File: src/rtl/alu_cmd_sequencer.sv
// Command sequencer: buffers ALU commands in a small FIFO, issues them one at a time
// to an external combinational ALU, and holds each result until the consumer takes it.
module alu_cmd_sequencer #(
    parameter int DEPTH = 4
) (
    input  logic        clk,
    input  logic        rst_n,
    input  logic        cmd_valid,
    output logic        cmd_ready,
    input  logic [5:0]  cmd_a,
    input  logic [5:0]  cmd_b,
    input  logic [1:0]  cmd_op,
    output logic [5:0]  alu_a,
    output logic [5:0]  alu_b,
    output logic [1:0]  alu_sel,
    input  logic [11:0] alu_result,
    output logic        rsp_valid,
    input  logic        rsp_ready,
    output logic [11:0] rsp_data,
    output logic [1:0]  rsp_op,
    output logic        rsp_flag,
    output logic        rsp_zero
);

    localparam int AW = $clog2(DEPTH);
    localparam int CW = $clog2(DEPTH + 1);

    localparam logic [1:0] OP_ADD = 2'b00;
    localparam logic [1:0] OP_SUB = 2'b01;

    typedef enum logic [1:0] {
        IDLE,
        EXEC,
        RESP
    } state_t;

    state_t        state;
    state_t        state_next;
    logic [13:0]   fifo_mem [DEPTH];
    logic [AW-1:0] wr_ptr;
    logic [AW-1:0] rd_ptr;
    logic [CW-1:0] count;
    logic [CW-1:0] count_next;
    logic [CW-1:0] avail_count;
    logic          push;
    logic          push_d;
    logic          pop;
    logic          capture;
    logic          release_rsp;
    logic          avail_nz;
    logic          next_flag;
    logic [13:0]   head;

    assign push     = cmd_valid && cmd_ready;
    assign avail_nz = (avail_count != '0);
    assign head     = fifo_mem[rd_ptr];

    always_comb begin
        count_next = count;
        case ({push, pop})
            2'b10:   count_next = count + CW'(1);
            2'b01:   count_next = count - CW'(1);
            default: count_next = count;
        endcase
    end

    always_ff @(posedge clk) begin
        if (push) begin
            fifo_mem[wr_ptr] <= {cmd_op, cmd_a, cmd_b};
        end
    end

    // A written entry becomes visible to the read side one cycle after its write,
    // so avail_count trails count on pushes but tracks pops immediately.
    always_ff @(posedge clk or negedge rst_n) begin
        if (!rst_n) begin
            wr_ptr      <= '0;
            rd_ptr      <= '0;
            count       <= '0;
            avail_count <= '0;
            push_d      <= 1'b0;
            cmd_ready   <= 1'b0;
        end else begin
            if (push) begin
                wr_ptr <= wr_ptr + AW'(1);
            end
            if (pop) begin
                rd_ptr <= rd_ptr + AW'(1);
            end
            count       <= count_next;
            avail_count <= avail_count + CW'(push_d) - CW'(pop);
            push_d      <= push;
            cmd_ready   <= (count_next < CW'(DEPTH));
        end
    end

    always_ff @(posedge clk or negedge rst_n) begin
        if (!rst_n) begin
            state <= IDLE;
        end else begin
            state <= state_next;
        end
    end

    always_comb begin
        state_next  = state;
        pop         = 1'b0;
        capture     = 1'b0;
        release_rsp = 1'b0;
        case (state)
            IDLE: begin
                if (avail_nz) begin
                    pop        = 1'b1;
                    state_next = EXEC;
                end
            end
            EXEC: begin
                capture    = 1'b1;
                state_next = RESP;
            end
            RESP: begin
                if (rsp_ready) begin
                    release_rsp = 1'b1;
                    if (avail_nz) begin
                        pop        = 1'b1;
                        state_next = EXEC;
                    end else begin
                        state_next = IDLE;
                    end
                end
            end
            default: state_next = IDLE;
        endcase
    end

    // Carry and borrow come from the registered operands, not from the ALU result,
    // because the ALU truncates add/sub to six bits.
    always_comb begin
        next_flag = 1'b0;
        case (alu_sel)
            OP_ADD:  next_flag = (({1'b0, alu_a} + {1'b0, alu_b}) > 7'd63);
            OP_SUB:  next_flag = (alu_a < alu_b);
            default: next_flag = 1'b0;
        endcase
    end

    always_ff @(posedge clk or negedge rst_n) begin
        if (!rst_n) begin
            alu_a   <= '0;
            alu_b   <= '0;
            alu_sel <= '0;
        end else if (pop) begin
            {alu_sel, alu_a, alu_b} <= head;
        end
    end

    always_ff @(posedge clk or negedge rst_n) begin
        if (!rst_n) begin
            rsp_valid <= 1'b0;
            rsp_data  <= '0;
            rsp_op    <= '0;
            rsp_flag  <= 1'b0;
            rsp_zero  <= 1'b1;
        end else if (capture) begin
            rsp_valid <= 1'b1;
            rsp_data  <= alu_result;
            rsp_op    <= alu_sel;
            rsp_flag  <= next_flag;
            rsp_zero  <= (alu_result == 12'd0);
        end else if (release_rsp) begin
            rsp_valid <= 1'b0;
        end
    end

endmodule

File: config.mk
export PLATFORM = sky130hd
export DESIGN_NAME = alu_cmd_sequencer
export DESIGN_NICKNAME = d
export VERILOG_FILES = /design/src/rtl/alu_cmd_sequencer.sv
export SDC_FILE = /design/constraint.sdc
export NUM_CORES = 1
export LEC_CHECK = 0
export ABC_AREA = 1
export CORE_ASPECT_RATIO = 1.1
export CORE_MARGIN = 2
export CORE_UTILIZATION = 35
export CTS_BUF_LIST = sky130_fd_sc_hd__clkbuf_4 sky130_fd_sc_hd__clkbuf_8
export DETAILED_ROUTE_END_ITERATION = 10
export GPL_TIMING_DRIVEN = 0
export PLACE_DENSITY = 0.63
export RECOVER_POWER = 25
export SKIP_CTS_REPAIR_TIMING = 1
export SYNTH_ARGS = -nofsm -noshare
export SYNTH_HDL_FRONTEND = slang
export SYNTH_SLANG_ARGS = --single-unit
File: constraint.sdc
create_clock -name clk -period 2.1 [get_ports clk]
set_clock_uncertainty 0.1 [all_clocks]
set_input_delay 0.21 -clock clk [delete_from_list [all_inputs] [get_ports clk]]
set_output_delay 0.21 -clock clk [all_outputs]
set_load 0.005 [all_outputs]
==> reports/qor.csv <==
metric,value,unit
status,"complete, no violations",
worst path cell trace,"nor2_2, nand2_2, nand2_4, inv_8, ha_1, inv_1, ha_2, fa_2, xor2_1",
Post-Synth Simple-Gate Area,12.5,%
period utilisation layout,97.9,%
root buffer cell,clkbuf_8,
Starting Density,36.0,%
post-synthesis cell type count,28,
placed cells,603,
Mapped Avg Cell Area,11.2,um^2
DR vias/cell,4.61,
Die ar.,13300,um^2
Mapped Area,4350,um^2
Slew Limit Fails,0,
VDD IR max,0.000639,V
via count,2880,
asr flop ratio synth,44.6,%
Syn. warnings,0,
number of max-cap violations,0,
num ports,62,
HPWL after DPL,6.00,mm
Rel. slew slack,34.1,%
hold slack,0.314,ns
WL/cell,14.1,um
post-synthesis xor/xnor area fraction,1.21,%
worst slew pin tran,0.989,ns
CTS H-Tree Depth,3,
crit end category,register,
clock latency on the worst-skew pair,0.37,ns
"top cells by count, synth","nand2_1, nor2_1, edfxtp_1",
predominant post-synthesis flop cell,edfxtp_1,
detailed-route DRC error count,0,
largest family of logic cells by synthesized area,simple AND/OR/NAND/NOR gates,
syn nets,438,
GPL Wtd Cong,0.757,
initial antenna violation count,0,
number of port buffers,61,
fmax,487,MHz
crit path max fanout,15,
die height,121,um
Final Hold Fails,0,
cell row count,42,
Die X-Extent,110,um
Synth area leaders,"edfxtp_1, dfrtp_1, nand2_1, o21ai_0, ha_1",
nets@finish,517,
CP required,2.26,ns
CP max stage cell,dfrtp_1,
number of global-route vias before repair,2826,
core area,12100,um^2
grt ovf,0,
mux share of post-synthesis cell area,0.259,%
register area share after synthesis,64.5,%
HP Class,in2reg,
TritonCTS Buffers,9,
"EDFF count, synth",56,
Post-Synth Adder-Cell Area,6.55,%
Setup crit start kind,register,
CP max stage delay,0.41,ns
RSZ-0062 raised after global routing,true,
Pleak,0.00225,uW
WP buf/inv,2,
layout cell share with drive strength beyond 1,13.8,%
"Power, Total",7750,uW
GRT Util Overall,13.7,%
compound-gate portion of the synthesized area,8.45,%
critical path arrival,2.22,ns
"Min Clock Period, post-route",2.05,ns
Yosys top cell by area,edfxtp_1,
Initial DRT Pass Iterations,4,
clk slew on worst S/H paths,0.10,ns
P&R area growth vs syn,25.2,%
Diodes inserted,0,
first-pass GRT wire length,13.8,mm
Antenna Nets Post-Route,0,
Final setup viols,0,
crit-path leading delay family,adder cells,
cell area power density,1420,nW/um^2
#FFs+latches synth,101,
top cell type's share of synthesized area,38.6,%
Final Non-Filler Cells,625,
CTS Sinks,101,
Mapped Cells,387,
DR iter-0 viols,167,
final WL,8.81,mm
Clock Tree Buf Depth,2,
worst setup path class,reg2reg,
largest net degree at the start of global routing,30,
CTS tree,yes,
most common cell in the synthesized netlist,nand2_1,
==> logic make-up (layout without fill, tap and decap cells) <==
logic type / after synthesis / count (layout)
fa+ha+maj: 21 / 21
simple gates: 137 / 138
flops: 101 / 101
compound gates: 66 / 66
mux: 1 / 1
buf+inv: 55 / 138
xor+xnor: 6 / 6
==> area by class of cell <==
cell class,instances,area (um^2)
sequential,101,2810
fill,1132,6640
timing repair buffer,68,676
tap,154,193
inverter,41,161
multi-input combinational,232,1310
buffer,13,115
clock inverter,6,55.1
clock buffer,10,131
==> per-stage QoR <==
| step | util [%] | area [um^2] | setup TNS, ns | worst slack (ns) |
|---|---|---|---|---|
| 6_report | 45.1 | 5450 | 0 | 0.0451 |
| 5_1_grt | 45.1 | 5450 | -0.131 | -0.0799 |
| 4_1_cts | 44.3 | 5360 | -8.26 | -0.206 |
| 2_1_floorplan | - | 4350 | 0 | 0.0233 |
| 3_5_place_dp | 42.8 | 5170 | -21.03 | -0.380 |
| 3_3_place_gp | 42.7 | 5160 | -44.75 | -0.534 |
==> registers in the layout, summed over array words and instances, names as in the netlist <==
register and flops:
alu_a 6, alu_b 6, alu_sel 2, avail_count 3, cmd_ready 1, count 3, fifo_mem 56, push_d 1
rd_ptr 2, rsp_data 12, rsp_flag 1, rsp_op 2, rsp_valid 1, rsp_zero 1, state 2, wr_ptr 2
==> worst paths after layout <==
check | startpoint | to | slack (ns) | depth (start not counted)
worst max-delay path | avail_count[2] | avail_count[2] | 0.05 | 9
worst min-delay path | alu_result[11] | rsp_data[11] | 0.31 | 3
min in group asynchronous | rst_n | rsp_data[10] | 0.42 | 2
max in group asynchronous | rst_n | rsp_flag | 0.79 | 3
worst min register to register | rsp_zero | rsp_zero | 0.38 | 2
worst max register to register | avail_count[2] | avail_count[2] | 0.05 | 9
==> cell usage in the layout, fill, tap and decap left out, types with 2 or more instances in the layout <==
cell type        instances
nand3_1                  4
clkdlybuf4s50_1         46
inv_8                    3
o21ai_0                 46
nor2_1                  54
fa_2                     2
clkinvlp_4               2
nor3_1                   2
clkbuf_8                 9
xnor2_1                  2
inv_2                    3
ha_1                    16
nor2_2                   7
buf_6                    8
nand2_2                  2
clkbuf_1                 2
o21ai_1                  6
buf_2                    2
dfrtp_1                 44
inv_1                   37
o21ai_2                  9
edfxtp_1                56
a21oi_1                  3
xor2_1                   4
nand2_1                 65
buf_4                    7
nand4_1                  2
dlygate4sd3_1           15
==> power by group <==
part           switching (uW)  leakage [uW]  internal (uW)
Combinational            1880       0.00111           1640
Sequential                358       0.00105           2710
Clock                     703     0.0000904            467
==> worst reg2reg max path: stages, from the launching register on <==
cell	delay, ns
dfrtp_1	0.41
nor2_2	0.12
nand2_2	0.09
nand2_4	0.12
inv_8	0.07
ha_1	0.28
inv_1	0.04
ha_2	0.17
fa_2	0.38
xor2_1	0.16
==> layer usage <==
layer / routed length, um / part of all wire [%] / GRT usage (%)
met3: 580 / 6.6 / 3.76
met2: 4140 / 47 / 22.0
met5: 0 / 0 / 0
met4: 141 / 1.6 / 5.00
met1: 3950 / 45 / 17.7
(Power assumes the default switching activity.)
